$ cat src/rtl/bakraid_snd_pkg.sv
// Shared constants and types for the Bakraid sound-ROM fetch path.
// Bank layout of the YMZ280B sample space across the three PCM SDRAM slots.
package bakraid_snd_pkg;

  localparam logic [23:0] PCM_BASE  = 24'h000000;
  localparam logic [23:0] PCM1_BASE = 24'h400000;
  localparam logic [23:0] PCM2_BASE = 24'h800000;
  localparam logic [23:0] OOR_BASE  = 24'hC00000;

  typedef enum logic [1:0] {IDLE, SETTLE, WAIT, RESP} state_e;

  typedef logic [1:0] bank_t;

  function automatic bank_t bank_of(input logic [23:0] a);
    return a[23:22];
  endfunction

  function automatic logic is_oor(input logic [23:0] a);
    return a >= OOR_BASE;
  endfunction

  function automatic logic [23:0] bank_base(input bank_t b);
    logic [23:0] r;
    case (b)
      2'd0:    r = PCM_BASE;
      2'd1:    r = PCM1_BASE;
      2'd2:    r = PCM2_BASE;
      default: r = OOR_BASE;
    endcase
    return r;
  endfunction

  function automatic logic [21:0] slot_addr(input logic [23:0] a);
    logic [23:0] rel;
    rel = a - bank_base(bank_of(a));
    return rel[21:0];
  endfunction

endpackage

$ cat src/rtl/bakraid_pcm_linebuf.sv
// One-line read buffer: byte storage, tag/valid compare and flush tracking.
// A flush seen at any point during a fill keeps the completed line invalid.
module bakraid_pcm_linebuf #(
  parameter int unsigned LINE_W = 2
) (
  input  logic                clk,
  input  logic                rst_n,
  input  logic                flush,
  input  logic                fill_start,
  input  logic                fill_done,
  input  logic [23-LINE_W:0]  fill_tag,
  input  logic [23-LINE_W:0]  lookup_tag,
  input  logic                wr_en,
  input  logic [LINE_W-1:0]   wr_idx,
  input  logic [7:0]          wr_data,
  input  logic [LINE_W-1:0]   rd_idx,
  output logic [7:0]          rd_data,
  output logic [23-LINE_W:0]  line_tag,
  output logic                hit
);

  localparam int unsigned DEPTH = 1 << LINE_W;

  logic [DEPTH-1:0][7:0] mem_q, mem_d;
  logic [23-LINE_W:0]    tag_q, tag_d;
  logic                  valid_q, valid_d;
  logic                  flushed_q, flushed_d;

  always_ff @(posedge clk or negedge rst_n) begin
    if (!rst_n) begin
      mem_q     <= '0;
      tag_q     <= '0;
      valid_q   <= 1'b0;
      flushed_q <= 1'b0;
    end else begin
      mem_q     <= mem_d;
      tag_q     <= tag_d;
      valid_q   <= valid_d;
      flushed_q <= flushed_d;
    end
  end

  always_comb begin
    mem_d     = mem_q;
    tag_d     = tag_q;
    valid_d   = valid_q;
    flushed_d = flushed_q | flush;
    if (wr_en) begin
      mem_d[wr_idx] = wr_data;
    end
    if (fill_start) begin
      tag_d     = fill_tag;
      flushed_d = 1'b0;
    end
    if (fill_start || flush) begin
      valid_d = 1'b0;
    end else if (fill_done && !flushed_q) begin
      valid_d = 1'b1;
    end
  end

  assign rd_data  = mem_q[rd_idx];
  assign line_tag = tag_q;
  assign hit      = valid_q && (tag_q == lookup_tag);

endmodule

$ cat src/rtl/bakraid_pcm_fetch.sv
// YMZ280B sample-ROM read port bridged onto the PCM/PCM1/PCM2 SDRAM slots
// through a one-line buffer; addresses at or above the last bank read 0x00.
module bakraid_pcm_fetch #(
  parameter int unsigned LINE_W    = 2,
  parameter int unsigned OK_SETTLE = 1
) (
  input  logic        CLK,
  input  logic        RESET_N,
  input  logic        FLUSH,
  input  logic        YMZ_RD,
  input  logic [23:0] YMZ_ADDR,
  output logic [7:0]  YMZ_DOUT,
  output logic        YMZ_VALID,
  output logic        PCM_CS,
  output logic        PCM1_CS,
  output logic        PCM2_CS,
  output logic [21:0] PCM_ADDR,
  output logic [21:0] PCM1_ADDR,
  output logic [21:0] PCM2_ADDR,
  input  logic        PCM_OK,
  input  logic        PCM1_OK,
  input  logic        PCM2_OK,
  input  logic [7:0]  PCM_DOUT,
  input  logic [7:0]  PCM1_DOUT,
  input  logic [7:0]  PCM2_DOUT
);

  import bakraid_snd_pkg::*;

  localparam int unsigned TAG_W = 24 - LINE_W;
  localparam int unsigned CNT_W = (OK_SETTLE > 1) ? $clog2(OK_SETTLE) : 1;

  state_e                state_q, state_d;
  logic [LINE_W-1:0]     k_q, k_d, off_q, off_d;
  logic [CNT_W-1:0]      cnt_q, cnt_d;
  logic                  oor_q, oor_d;
  logic [2:0]            cs_q, cs_d;
  logic [2:0][21:0]      addr_q, addr_d;
  logic [7:0]            dout_q, dout_d;
  logic                  valid_q, valid_d;

  logic [TAG_W-1:0]      line_tag;
  logic [7:0]            buf_rd;
  logic                  hit;
  logic                  req, req_oor, req_hit;
  bank_t                 req_bank, line_bank;
  logic [21:0]           req_line;
  logic                  settle_done, last_byte;
  logic                  sel_ok;
  logic [7:0]            sel_dout;
  logic                  fill_start, fill_done, wr_en;
  logic [LINE_W-1:0]     k_nxt;

  // RD is ignored while the VALID strobe is out, so a still-high RD is not re-taken
  assign req         = (state_q == IDLE) && YMZ_RD && !valid_q;
  assign req_oor     = is_oor(YMZ_ADDR);
  assign req_bank    = bank_of(YMZ_ADDR);
  assign req_hit     = hit && !FLUSH;
  assign req_line    = (slot_addr(YMZ_ADDR) >> LINE_W) << LINE_W;
  assign line_bank   = bank_t'(line_tag[TAG_W-1 -: 2]);
  assign settle_done = (cnt_q == CNT_W'(OK_SETTLE - 1));
  assign last_byte   = &k_q;
  assign k_nxt       = k_q + LINE_W'(1);

  always_comb begin
    sel_ok   = 1'b0;
    sel_dout = '0;
    case (line_bank)
      2'd0:    begin sel_ok = PCM_OK;  sel_dout = PCM_DOUT;  end
      2'd1:    begin sel_ok = PCM1_OK; sel_dout = PCM1_DOUT; end
      2'd2:    begin sel_ok = PCM2_OK; sel_dout = PCM2_DOUT; end
      default: begin sel_ok = 1'b0;    sel_dout = '0;        end
    endcase
  end

  always_ff @(posedge CLK or negedge RESET_N) begin
    if (!RESET_N) begin
      state_q <= IDLE;
      k_q     <= '0;
      off_q   <= '0;
      cnt_q   <= '0;
      oor_q   <= 1'b0;
      cs_q    <= '0;
      addr_q  <= '0;
      dout_q  <= '0;
      valid_q <= 1'b0;
    end else begin
      state_q <= state_d;
      k_q     <= k_d;
      off_q   <= off_d;
      cnt_q   <= cnt_d;
      oor_q   <= oor_d;
      cs_q    <= cs_d;
      addr_q  <= addr_d;
      dout_q  <= dout_d;
      valid_q <= valid_d;
    end
  end

  always_comb begin
    state_d = state_q;
    case (state_q)
      IDLE:    if (req) state_d = (req_oor || req_hit) ? RESP : SETTLE;
      SETTLE:  if (settle_done) state_d = WAIT;
      WAIT:    if (sel_ok) state_d = last_byte ? RESP : SETTLE;
      RESP:    state_d = IDLE;
      default: state_d = IDLE;
    endcase
  end

  always_comb begin
    fill_start = req && !req_oor && !req_hit;
    wr_en      = (state_q == WAIT) && sel_ok;
    fill_done  = wr_en && last_byte;
  end

  always_comb begin
    k_d     = k_q;
    off_d   = off_q;
    cnt_d   = cnt_q;
    oor_d   = oor_q;
    cs_d    = cs_q;
    addr_d  = addr_q;
    dout_d  = dout_q;
    valid_d = 1'b0;
    case (state_q)
      IDLE: begin
        if (req) begin
          off_d = YMZ_ADDR[LINE_W-1:0];
          oor_d = req_oor;
        end
        if (fill_start) begin
          k_d   = '0;
          cnt_d = '0;
          cs_d  = 3'b001 << req_bank;
          for (int unsigned b = 0; b < 3; b++) begin
            if (req_bank == bank_t'(b)) addr_d[b] = req_line;
          end
        end
      end
      SETTLE: begin
        if (!settle_done) cnt_d = cnt_q + CNT_W'(1);
      end
      WAIT: begin
        if (sel_ok) begin
          if (last_byte) begin
            cs_d = '0;
          end else begin
            k_d   = k_nxt;
            cnt_d = '0;
            for (int unsigned b = 0; b < 3; b++) begin
              if (line_bank == bank_t'(b)) addr_d[b] = {line_tag[21-LINE_W:0], k_nxt};
            end
          end
        end
      end
      RESP: begin
        cs_d    = '0;
        valid_d = 1'b1;
        dout_d  = oor_q ? 8'h00 : buf_rd;
      end
      default: ;
    endcase
  end

  bakraid_pcm_linebuf #(.LINE_W(LINE_W)) u_linebuf (
    .clk        (CLK),
    .rst_n      (RESET_N),
    .flush      (FLUSH),
    .fill_start (fill_start),
    .fill_done  (fill_done),
    .fill_tag   (YMZ_ADDR[23:LINE_W]),
    .lookup_tag (YMZ_ADDR[23:LINE_W]),
    .wr_en      (wr_en),
    .wr_idx     (k_q),
    .wr_data    (sel_dout),
    .rd_idx     (off_q),
    .rd_data    (buf_rd),
    .line_tag   (line_tag),
    .hit        (hit)
  );

  assign YMZ_DOUT  = dout_q;
  assign YMZ_VALID = valid_q;
  assign PCM_CS    = cs_q[0];
  assign PCM1_CS   = cs_q[1];
  assign PCM2_CS   = cs_q[2];
  assign PCM_ADDR  = addr_q[0];
  assign PCM1_ADDR = addr_q[1];
  assign PCM2_ADDR = addr_q[2];

endmodule

$ cat config.mk
export PLATFORM = sky130hd
export DESIGN_NAME = bakraid_pcm_fetch
export DESIGN_NICKNAME = d
export VERILOG_FILES = /design/src/rtl/bakraid_snd_pkg.sv /design/src/rtl/bakraid_pcm_linebuf.sv /design/src/rtl/bakraid_pcm_fetch.sv
export SDC_FILE = /design/constraint.sdc
export NUM_CORES = 1
export LEC_CHECK = 0
export BUFFER_PORTS_ARGS = -buffer_cell sky130_fd_sc_hd__buf_2
export CAP_MARGIN = 10
export CORE_ASPECT_RATIO = 0.7
export CORE_MARGIN = 1
export CORE_UTILIZATION = 50
export CTS_CLUSTER_SIZE = 14
export DETAILED_ROUTE_END_ITERATION = 10
export PLACE_DENSITY = 0.74
export SLEW_MARGIN = 40
export SYNTH_ARGS = -nofsm -noshare
export SYNTH_HDL_FRONTEND = slang
export SYNTH_HIERARCHICAL = 1
export SYNTH_SLANG_ARGS = --single-unit
export TNS_END_PERCENT = 1
$ cat constraint.sdc
create_clock -name CLK -period 5.5 [get_ports CLK]
set_clock_uncertainty 0.15 [all_clocks]
set_input_delay 1.1 -clock CLK [delete_from_list [all_inputs] [get_ports CLK]]
set_output_delay 1.1 -clock CLK [all_outputs]
set_load 0.005 [all_outputs]
---- Word-level counts from Yosys, hierarchy flattened ----
Cells that the tools add are included.
W data, S select, Z words.
storage, ports and cells
  flip-flop bits (word level) ............. 142
  input bits .............................. 55
  output and inout port bits .............. 78
  word-level logic and storage cells ...... 121
cells by class
  $add $sub $neg .......................... 3
  $lt $le $gt $ge ......................... 4
  equal/unequal tests ..................... 20
  shifts and indexed selects .............. 1
  multiplexer cells ....................... 41
  bitwise gates (word level) .............. 1
  reduce and logical (&&, ||, !) cells .... 33
operator list
  operator                  number
  $mux W66                  3
  $mux W22                  6
  $pmux W66 S2              1
  $bwmux W32                1
  $ge A24 B24 Y1 const B    1
  $mux W8                   3
  $pmux W8 S3               1
  $eq A22 B22 Y1            1
  $sub A22 B22 Y22 const B  1
  $reduce_and A6 Y1         3
  $bmux W8 S2               1
  $demux W8 S2              1
  $mux W2                   8
  $ne A2 B1 Y1 const B      7
  $reduce_and A4 Y1         3
  $logic_and A1 B1 Y1       10
  $ne A2 B2 Y1 const B      5
  $mux W3                   3
  $pmux W3 S3               1
  $eq A2 B2 Y1 const B      4
  $mux W1                   8
  $pmux W2 S4               1
  $eq A2 B1 Y1 const B      3
  $logic_not A2 Y1          3
  14 further kinds          24

---- Longest topological paths before layout ----
Gate-level depths: netlist of the first run.
  depth in word-level cells ............... 7
  mapped depth ............................ 10

---- Modules after synthesis ----
Netlist of the first run, hierarchy kept.
modules (own cells, without submodules)
  module               times used  cells each  area each (µm²)
  bakraid_pcm_fetch    1           302         4,003.8
  bakraid_pcm_linebuf  1           162         2,524.9

---- Least setup slack after synthesis of the first run ----
Ideal clock, no wire load.
  kind .................................... input-to-reg
  start ................................... in YMZ_ADDR[19]
  end ..................................... reg addr_q, in the netlist PCM1_ADDR[10]
  library setup time ...................... 0.125 ns
  arrival time ............................ 3.040 ns
  data required time ...................... 5.225 ns
  slack ................................... 2.185 ns
  cell stages on the path ................. 9
  path buffers ............................ 1
  cell sequence ........................... xor2_1 -> nor4_1 -> nand4_1 -> nor3_1 -> or2b_2 -> and3_2 -> o21ai_2 -> buf_6 -> mux2_4
between the ends
  cells in the longest elaborated chain, start to end .. 7
  elaborated cells on any way between the ends .. 10
RTL lines
  item                         line                       source
  from (decl)                  bakraid_pcm_fetch.sv:11    input logic [23:0] YMZ_ADDR,
  $eq A22 B22 Y1               bakraid_pcm_linebuf.sv:64  assign hit = valid_q && (tag_q == lookup_tag);
  $logic_and A1 B1 Y1          bakraid_pcm_linebuf.sv:64
  via hit                      bakraid_pcm_fetch.sv:44    logic hit;
  $logic_and A1 B1 Y1          bakraid_pcm_fetch.sv:58    assign req_hit = hit && !FLUSH;
  $logic_not A1 Y1             bakraid_pcm_fetch.sv:112   fill_start = req && !req_oor && !req_hit;
  $logic_and A1 B1 Y1          bakraid_pcm_fetch.sv:112
  $ne A2 B1 Y1 (no line)       -
  $reduce_and A6 Y1 (no line)  -
  to (signal assigned)         bakraid_pcm_fetch.sv:94    addr_q <= addr_d;
  to (decl)                    bakraid_pcm_fetch.sv:38    logic [2:0][21:0] addr_q, addr_d;
The timed path passes the listed nets, and every way through them passes these cells.
A chain may end at the register's enable or synchronous reset.

---- Final worst setup path of the first run ----
  start ................................... in YMZ_ADDR[22]
  end ..................................... reg addr_q, in the netlist PCM1_ADDR[17]
The elaborated chain is that of the path after synthesis.

==> run summary, run 1 <==
Outcome: complete, but fails checks
Failing checks: design-rule violations
Die ar.: 0.0135 mm2
Post-DRT Antenna Nets: 0
Worst Tran Pin Value: 0.826 ns
Slowest CP cell: nor4_1
Initial core utilization: 51.8%
Type of the tightest min-delay check: flip-flop to flip-flop
LEAKAGE: 3.78 nW
CP top delay family: simple AND/OR/NAND/NOR gates
Crit share post-route: 72.2%
Setup TNS: 0 ns
# Post-CTS Setup Buffers: 0
CTS root buf: clkbuf_16
Clk_lat worst skew: 0.41 ns
Post-Syn Instances: 464
Grt ovf: 0
Syn_area_per_cell: 14.1 um2
Synth top cells by count: dfrtp_1, mux2_2, nand2_1
Final worst slack: 1.53 ns
Max Slew Vio Count: 0
Post-synthesis xor/xnor area fraction: 2.95%
Simple-Gate Fraction of Synth Area: 6.75%
Port Buffers: 132
Compound-cell area share of the yosys netlist: 4.85%
Max-Cap Viols: 0
CP Launch Type: primary input
Post-synthesis sequential area ratio: 54.0%
Worst vdd ir: 0.273 mV
Synthesized area: 0.00653 mm2
CORE AREA: 0.0126 mm2
Post-synthesis mux area share: 28.7%
Residual DRC: 19
Slew margin rel.: 44.7%
Setup CP Type: primary input to flip-flop
Bufs and invs on worst path: 2
Biggest cell delay along the critical path: 0.55 ns
Clock power share: 22.5%
Drt wl/cell: 19.1 um
Switching portion of total power: 33.5%
Layout Nets: 655
CTS buffer count: 17
Sequential Area: 0.00353 mm2
Vias/cell: 5.53
Via count: 4,284
CTS HTree Levels: 4
Count leader, synth: dfrtp_1
First-pass GRT wire length: 23,900 um
Flop pwr share: 40.9%
Synth Area in Adders: 0.192%
TritonCTS Sinks: 141
RSZ-0062 raised after global routing: false
Largest net degree at the start of global routing: 63
Max Fclk: 252 MHz
Synth Flop Type: dfrtp_1
Clock transition at path regs: 0.06 ns
GRT Total Usage: 23.1%
Top cells by area, synth: dfrtp_1, mux2_2, mux2_4
Sw Pwr: 1.56 mW
Fill cells: 989
Worst path cell trace: buf_2 > xor2_1 > nor4_1 > nand4_1 > nor3_1 > or2b_2 > and3_2 > o21ai_4 > buf_4 > mux2_4
Final critical-path required period: 3.97 ns
Die outline height: 97.6 um
Ports: 133
Main combinational cell family by area after synthesis: multiplexers
Final GP Congestion: 0.848
Horiz. Die Dim: 139 um
Initial antenna violation count: 0
CTS tree: done
Via count of the first global-routing pass: 4,418
WL final: 14,800 um
Setup WS pre-CTS: 1.20 ns
CTS resizes: 0
Combinational power share: 36.5%
CP arrival: 4.11 ns
Post-synth EDFFs: 0
Synthesis-to-layout area growth: 20.8%
Final-report hold violation count: 0
Post-DP HPWL: 10,400 um
Crit path capture type: flip-flop
Hold buffers post-CTS: 0
Synthesis warning total: 6
Inserted Diodes: 0
Max Root-Sink Buffers: 2
Top-area cell type share of the netlist area: 54.0%
Area occupied by multi-input gates: 0.00284 mm2
FF+latch count, synth: 141
Worst EP required: 5.64 ns
P_int: 3.10 mW
Layout cell share with drive strength beyond 1: 53.6%
Post-Syn Nets: 520
DR iter-0 viols: 227
Pwr Density: 591 mW/mm2
Cell variety after synth: 50
Fraction of registers with async set/reset: 100%
Site Rows: 34
Area leader, netlist: dfrtp_1
Critical-path maximum fanout: 12
Drt pass-1 iters: 8
Final Setup Violations: 0
## layer usage
layer  global-route usage, %  vias up  part of all wire (%)
met5                       0        -                     0
met4                    8.21        0                   1.2
met3                    4.73       11                   5.2
met2                    34.2      127                    45
met1                    33.6     2204                    48
li1                        -     1942                     -
## layout by cell type (no fill, tap or decap), types with 5 or more instances in the layout
cell and n:
xor2_1 15, mux4_2 8, o2bb2ai_1 6, dfrtp_1 140, mux2_4 19, buf_2 131, o21ai_0 17, nand2_1 30
mux2_2 117, nor2_1 8, xnor2_1 7, nor2b_1 6, clkbuf_16 17, clkinv_2 5, nor3_1 6, mux2i_1 9
## worst min-delay path, cell delays in order (launching register included)
cell and delay [ns]:
dfrtp_1 0.34, nand2_1 0.04, o21ai_0 0.07
## layout make-up
class | count | share of cell area (%)
clock inverters | 10 | 0.825
clock buffers | 22 | 6.14
well taps | 162 | 2.57
repair buffers | 136 | 9.35
multi-input cells | 297 | 36.1
inverters | 6 | 0.286
flip-flops and latches | 141 | 44.8
## power groups by stage
stage                     logic (mW)  clock network [mW]  registers [mW]
after floorplan                 1.20                   0            1.79
after global placement          1.64                   0            1.88
after detailed placement        1.69                   0            1.92
after CTS                       1.70                1.07            1.91
after global routing            1.85                1.11            1.97
final                           1.70                1.05            1.91
## through the flow
stage	hold slack [ns]	std cells	utilization, %	area [um2]	total power [mW]
6_report	0.337	774	62.6	7880	4.66
2_1_floorplan	0.314	464	-	6530	2.99
3_3_place_gp	0.314	740	57.8	7280	3.52
3_5_place_dp	0.325	741	58.0	7310	3.61
4_1_cts	0.341	773	62.4	7860	4.68
5_1_grt	0.359	774	62.6	7880	4.93
## cell families after synthesis
| family | Yosys count |
|---|---|
| flops | 141 |
| fa+ha+maj | 1 |
| compound gates | 42 |
| simple gates | 79 |
| mux | 153 |
| buf+inv | 26 |
| xor+xnor | 22 |
## sequential cells by signal (all words and copies together), names as in the netlist
signal	flops
PCM_ADDR	22
YMZ_DOUT	8
u_linebuf/mem_q	32
k_q	2
PCM1_ADDR	22
YMZ_VALID	1
oor_q	1
u_linebuf/flushed_q	1
u_linebuf/valid_q	1
cs_q	3
state_q	2
PCM2_ADDR	22
u_linebuf/line_tag	22
off_q	2
## final timing paths
check	from	end	slack, ns	cells after the start
min in group asynchronous	RESET_N	u_linebuf/line_tag[16]$_DFFE_PN0P_	0.43	1
max in group asynchronous	RESET_N	PCM_ADDR[12]$_DFFE_PN0P_	3.54	3
max	YMZ_ADDR[22]	PCM1_ADDR[17]$_DFFE_PN0P_	1.53	10
min reg2reg	YMZ_DOUT[2]$_DFFE_PN0P_	YMZ_DOUT[2]$_DFFE_PN0P_	0.34	2
max reg2reg	u_linebuf/line_tag[20]$_DFFE_PN0P_	PCM1_ADDR[17]$_DFFE_PN0P_	1.76	9
min	YMZ_DOUT[2]$_DFFE_PN0P_	YMZ_DOUT[2]$_DFFE_PN0P_	0.34	2
(Power assumes the default switching activity.)
==> run 2: changes to the inputs <==
--- a/config.mk
+++ b/config.mk
@@ -5,6 +5,7 @@
 export SDC_FILE = /design/constraint.sdc
 export NUM_CORES = 1
 export LEC_CHECK = 0
+export ABC_AREA = 1
 export BUFFER_PORTS_ARGS = -buffer_cell sky130_fd_sc_hd__buf_2
 export CAP_MARGIN = 10
 export CORE_ASPECT_RATIO = 0.7
@@ -12,7 +13,7 @@
 export CORE_UTILIZATION = 50
 export CTS_CLUSTER_SIZE = 14
 export DETAILED_ROUTE_END_ITERATION = 10
-export PLACE_DENSITY = 0.74
+export PLACE_DENSITY = 0.76
 export SLEW_MARGIN = 40
 export SYNTH_ARGS = -nofsm -noshare
 export SYNTH_HDL_FRONTEND = slang
==> constraint.sdc (replaced) <==
create_clock -name CLK -period 3.55 [get_ports CLK]
set_clock_uncertainty 0.15 [all_clocks]
set_input_delay 0.71 -clock CLK [delete_from_list [all_inputs] [get_ports CLK]]
set_output_delay 0.71 -clock CLK [all_outputs]
set_load 0.005 [all_outputs]
==> run 2 against run 1 <==
  * The flow now finishes without violations
  * Core utilization is 0.39 points lower
  * Worst hold slack worse by 0.15 ns
  * Global-route usage is 4.6 points higher
  * Synthesized cell count is 88% higher
  * Die area is 5.6% higher
  * Sequential share of layout area is 2.2 points lower
  * Final cell count is 54% higher
  * Via count is 48% higher
  * Sequential power is 16% lower
  * Combinational power is 94% lower
  * Critical endpoint is now PCM_ADDR[18]$_DFFE_PN0P_
  * Largest power group is now clock
==> run summary, run 2 <==
Outcome: complete, no violations
Pwr Density: 421 mW/mm2
Via count: 6,354
Residual DRC: 0
CP arrival: 2.56 ns
Fraction of registers with async set/reset: 100%
Port Buffers: 132
Post-synthesis sequential area ratio: 51.1%
Critical-path maximum fanout: 33
Setup CP Type: flip-flop to flip-flop
Synthesis-to-layout area growth: 20.1%
CTS resizes: 0
CTS root buf: clkbuf_16
Drt pass-1 iters: 5
Crit path launch: u_linebuf/line_tag[21]$_DFFE_PN0P_
Die outline height: 100 um
Initial core utilization: 51.8%
Max-Cap Viols: 0
DR iter-0 viols: 569
WL final: 18,500 um
Biggest cell delay along the critical path: 0.43 ns
# Post-CTS Setup Buffers: 0
Final GP Congestion: 0.848
Worst path cell trace: inv_1 > nand2_1 > nand2_1 > nor2_1 > nand2_1 > nor2_1 > nand2_1 > nor2_1 > nand2_1 > nand2_1 > nand2_1 > nand2_1 > nor2_4 > buf_4 > nand4_1 > nand2_1
Crit share post-route: 66.4%
Max reg flops: 32
CTS tree: done
CORE AREA: 0.0133 mm2
RSZ-0062 raised after global routing: false
Synthesis warning total: 6
Area leader, netlist: dfrtp_1
Crit path capture type: flip-flop
Clk_lat worst skew: 0.42 ns
CP Launch Type: flip-flop
CTS HTree Levels: 4
Post-DP HPWL: 12,700 um
Via count of the first global-routing pass: 5,674
Layout Nets: 1,053
Slew margin rel.: 51.4%
Post-Syn Nets: 929
Synthesized area: 0.00690 mm2
Worst R2R Start: u_linebuf/line_tag[21]$_DFFE_PN0P_
Vias/cell: 5.32
GRT Total Usage: 27.6%
TritonCTS Sinks: 141
Syn_area_per_cell: 7.90 um2
Cell variety after synth: 28
Post-synth EDFFs: 0
Top cells by area, synth: dfrtp_1, nand2_1, nand4_1
Slowest CP cell: dfrtp_1
CTS buffer count: 17
Die ar.: 0.0143 mm2
CP top delay family: simple AND/OR/NAND/NOR gates
Setup TNS: 0 ns
Final critical-path required period: 2.36 ns
Synth top cells by count: nand2_1, dfrtp_1, nand4_1
Type of the tightest min-delay check: primary input to asynchronous set/reset pin
Final Setup Violations: 0
Site Rows: 35
Hold buffers post-CTS: 0
Inserted Diodes: 0
Most frequent cells in the layout: nand2_1, dfrtp_1, buf_2
Worst EP required: 3.75 ns
Worst vdd ir: 0.375 mV
First-pass GRT wire length: 30,100 um
Setup WS pre-CTS: 0.926 ns
LEAKAGE: 4.66 nW
Worst Tran Pin Value: 0.729 ns
Grt ovf: 0
FF+latch count, synth: 141
Fill cells: 1,195
Post-DRT Antenna Nets: 0
Top reg by flops: u_linebuf/mem_q
Max Fclk: 424 MHz
Horiz. Die Dim: 142 um
Post-Syn Instances: 873
CP most frequent cell: nand2_1
Largest net degree at the start of global routing: 80
Final worst slack: 1.19 ns
Max Root-Sink Buffers: 2
Drt wl/cell: 15.5 um
Ports: 133
Top-area cell type share of the netlist area: 51.1%
Synth Flop Type: dfrtp_1
Layout cell share with drive strength beyond 1: 22.6%
Final-report hold violation count: 0
Commonest non-fill, non-tap cell in the layout: nand2_1
Initial antenna violation count: 0
Count leader, synth: nand2_1
Max Slew Vio Count: 0
Bufs and invs on worst path: 2
Clock transition at path regs: 0.06 ns
[run 2: kinds of logic after synthesis]
logic type | after synthesis | share of synthesized area (%)
multiplexers | 2 | 0.326
XOR/XNOR | 1 | 0.127
flip-flops | 141 | 51.1
AND/OR/NAND/NOR | 519 | 32.1
adder cells (fa/ha/maj) | 1 | 0.181
buffers and inverters | 114 | 7.56
AO/OA/AOI/OAI | 95 | 8.60
[run 2: worst paths after layout]
path                                                 endpoint  slack, ns  cells past startpoint
max reg2reg                          PCM_ADDR[18]$_DFFE_PN0P_       1.19                     16
max                                  PCM_ADDR[18]$_DFFE_PN0P_       1.19                     16
min in group CLK                    PCM1_ADDR[16]$_DFFE_PN0P_       0.31                      2
min                                   YMZ_DOUT[5]$_DFFE_PN0P_       0.19                      1
min reg2reg                         PCM1_ADDR[16]$_DFFE_PN0P_       0.31                      2
max in group asynchronous  u_linebuf/line_tag[20]$_DFFE_PN0P_       2.32                      2
[run 2: final cells by class]
class | count | area, um2 | area share [%]
clock buffer | 17 | 425 | 5.14
inverter | 71 | 267 | 3.22
clock inverter | 15 | 171 | 2.07
sequential | 141 | 3530 | 42.6
tap | 185 | 231 | 2.79
multi-input combinational | 618 | 2860 | 34.5
timing repair buffer | 148 | 800 | 9.65
[run 2: through the flow]
step	total power, mW	hold slack, ns	std cells	cell area, um2	utilization, %
after floorplan	1.65	0.264	873	6900	-
after global placement	1.73	0.303	1163	7690	57.7
after detailed placement	1.73	0.303	1163	7690	57.7
after CTS	3.51	0.215	1195	8280	62.2
after global routing	3.60	0.232	1195	8280	62.2
final	3.49	0.188	1195	8280	62.2
[run 2: layer usage]
layer	up-vias	GRT usage, %	routed length, um
li1	3078	-	-
met1	2971	44.7	8990
met2	292	36.2	7470
met3	13	6.92	1910
met4	0	6.37	140
met5	-	0	0
[run 2: where the power goes]
| part | internal (mW) | leakage (nW) | total [mW] | switching [mW] |
|---|---|---|---|---|
| Clock | 1.01 | 0.292 | 1.79 | 0.779 |
| Combinational | 0.0322 | 2.51 | 0.0962 | 0.0640 |
| Sequential | 1.61 | 1.86 | 1.61 | 0.0000000000000000152 |
| Total | 2.65 | 4.66 | 3.49 | 0.843 |
==> run 3: changes to the inputs <==
--- a/config.mk
+++ b/config.mk
@@ -13,7 +13,7 @@
 export CORE_UTILIZATION = 50
 export CTS_CLUSTER_SIZE = 14
 export DETAILED_ROUTE_END_ITERATION = 10
-export PLACE_DENSITY = 0.76
+export PLACE_DENSITY = 0.73
 export SLEW_MARGIN = 40
 export SYNTH_ARGS = -nofsm -noshare
 export SYNTH_HDL_FRONTEND = slang
==> constraint.sdc (replaced) <==
create_clock -name CLK -period 2.3 [get_ports CLK]
set_clock_uncertainty 0.15 [all_clocks]
set_input_delay 0.46 -clock CLK [delete_from_list [all_inputs] [get_ports CLK]]
set_output_delay 0.46 -clock CLK [all_outputs]
set_load 0.005 [all_outputs]
==> run 3 against run 2 <==
  * Combinational power is 69% higher
  * Worst hold slack worse by 0.099 ns
  * Setup slack got worse by 1.0 ns
  * Cell area increased by 2.6%
  * Clock power increased by 55%
  * Clock-buffer cell count is 2 higher
  * Final cell count rose by 1.8%
  * Sequential cell count unchanged
  * Die area unchanged
  * Fmax increased by 10%
  * Global-route usage decreased by 0.062 points
==> run summary, run 3 (synthesis results as in run 2) <==
CTS buffer count: 17
Slew margin rel.: 62.3%
Setup WS pre-CTS: -0.00198 ns
Most frequent cells in the layout: nand2_1, dfrtp_1, buf_2
Inserted Diodes: 0
CORE AREA: 0.0133 mm2
Sw Pwr: 1.29 mW
Drt wl/cell: 15.3 um
Top reg by flops: u_linebuf/mem_q
Vias/cell: 5.19
Via count of the first global-routing pass: 5,709
Worst R2R Start: u_linebuf/line_tag[12]$_DFFE_PN0P_
Post-DP HPWL: 13,100 um
RSZ-0062 raised after global routing: true
Final worst slack: 0.166 ns
CP top delay family: simple AND/OR/NAND/NOR gates
Setup CP Type: flip-flop to flip-flop
Worst Tran Pin Value: 0.566 ns
Grt ovf: 0
First-pass GRT wire length: 29,900 um
Port Buffers: 132
Worst EP required: 2.47 ns
Flop-to-flop setup slack: 0.17 ns
Switching portion of total power: 23.7%
TritonCTS Sinks: 141
Max reg flops: 32
CP arrival: 2.30 ns
Power Total: 5.42 mW
Critical-path maximum fanout: 22
Initial antenna violation count: 0
Clock power share: 51.3%
Drt pass-1 iters: 5
Type of the tightest min-delay check: primary input to flip-flop
Initial core utilization: 51.8%
Flop pwr share: 45.7%
Final instance area: 0.00849 mm2
Horiz. Die Dim: 142 um
Crit share post-route: 92.8%
DR iter-0 viols: 542
Max Root-Sink Buffers: 2
Hold endpoint: u_linebuf/valid_q$_DFFE_PN0P_
Biggest cell delay along the critical path: 0.39 ns
Die outline height: 100 um
Terminus of the critical flop-to-flop path: PCM_ADDR[17]$_DFFE_PN0P_
Layout Nets: 1,074
Pwr Density: 638 mW/mm2
Residual DRC: 0
Crit path capture type: flip-flop
Via count: 6,317
Site Rows: 35
GRT Total Usage: 27.6%
Min-delay src: FLUSH
CP Launch Type: flip-flop
P_int: 4.14 mW
Final-report hold violation count: 0
Final GP Congestion: 0.835
Placement Cell Area: 0.00787 mm2
Slowest CP cell: dfrtp_1
CTS HTree Levels: 4
Layout cell share with drive strength beyond 1: 24.2%
CTS tree: done
Clk_lat worst skew: 0.42 ns
CP most frequent cell: nand2_1
Worst path cell trace: inv_1 > nand2_1 > o21ai_0 > inv_1 > nand2_1 > nor2_1 > nand2_1 > nor2_1 > nand2_1 > nand2_1 > nand2_1 > nand2_2 > nor2_4 > nand3_1 > buf_6 > nand2_1 > nand2_1
Bufs and invs on worst path: 3
Synthesis-to-layout area growth: 23.1%
Register-to-Register Path Depth: 17
Max-Cap Viols: 0
CTS root buf: clkbuf_16
Ports: 133
Combinational power share: 3.0%
Commonest non-fill, non-tap cell in the layout: nand2_1
Clock transition at path regs: 0.07 ns
Hold path depth: 2
Max Fclk: 469 MHz
Final critical-path required period: 2.13 ns
Outcome: complete, no violations
# Post-CTS Setup Buffers: 0
Post-DRT Antenna Nets: 0
Worst vdd ir: 0.566 mV
Largest net degree at the start of global routing: 59
Max Slew Vio Count: 0
Final Setup Violations: 0
Die ar.: 0.0143 mm2
WL final: 18,600 um
Fill cells: 1,204
LEAKAGE: 4.78 nW
## run 3: changes by cell type in the layout (fill, tap and decap cells not counted)
cell           previous run  this run
nand2_2                   3         5
clkinvlp_4                1         2
buf_4                    15        30
clkinv_8                  1         0
inv_6                     5         3
nand2_1                 375       373
clkbuf_8                  0         2
buf_6                     1         3
dlygate4sd3_1             0         1
buf_12                    1         4
## run 3: per-layer routing
metal	global-route usage [%]	share of wire, %
met3	4.58	7.1
met5	0	0
met1	44.5	51
met2	37.0	40
met4	8.52	1.5
## run 3: worst max-delay path by stage
| stage | from | endpoint | cells past startpoint |
|---|---|---|---|
| 5_1_grt | u_linebuf/line_tag[8]$_DFFE_PN0P_ | PCM2_ADDR[21]$_DFFE_PN0P_ | 17 |
| 6_report | u_linebuf/line_tag[12]$_DFFE_PN0P_ | PCM_ADDR[17]$_DFFE_PN0P_ | 17 |
| 3_5_place_dp | YMZ_ADDR[6] | PCM_ADDR[4]$_DFFE_PN0P_ | 18 |
| 3_3_place_gp | YMZ_ADDR[17] | PCM1_ADDR[19]$_DFFE_PN0P_ | 16 |
| 2_1_floorplan | YMZ_ADDR[5] | PCM_ADDR[3]$_DFFE_PN0P_ | 17 |
| 4_1_cts | u_linebuf/line_tag[6]$_DFFE_PN0P_ | PCM_ADDR[17]$_DFFE_PN0P_ | 16 |
## run 3: power by group through the flow
stage                     logic, mW  registers, mW  clock network, mW
after detailed placement      0.163           2.53                  0
after CTS                     0.165           2.48               2.81
after global placement        0.163           2.53                  0
after global routing          0.186           2.48               2.92
final                         0.163           2.48               2.78
after floorplan              0.0252           2.53                  0
## run 3: stage by stage
step                      instances  hold WS, ns  setup TNS (ns)  util, %
after floorplan                 873       0.0144               0        -
after global placement         1183        0.300               0     59.1
after detailed placement       1183        0.303        -0.00538     59.1
after CTS                      1216       0.0752               0     63.7
after global routing           1216       0.0832         -0.0884     63.8
final                          1216       0.0892               0     63.8
## run 3: final cells by class
class	instances	area [um2]	share of cell area (%)
flip-flops and latches	141	3530	41.5
inverters	71	267	3.14
repair buffers	169	1000	11.8
clock buffers	19	453	5.33
multi-input cells	618	2870	33.7
clock inverters	13	145	1.71
well taps	185	231	2.72
## run 3: what timing repair did
item,CTS,global route
setup endpoints to repair,0,42
gates resized for setup,0,4
hold buffers,1,0
hold endpoints to repair,53,0
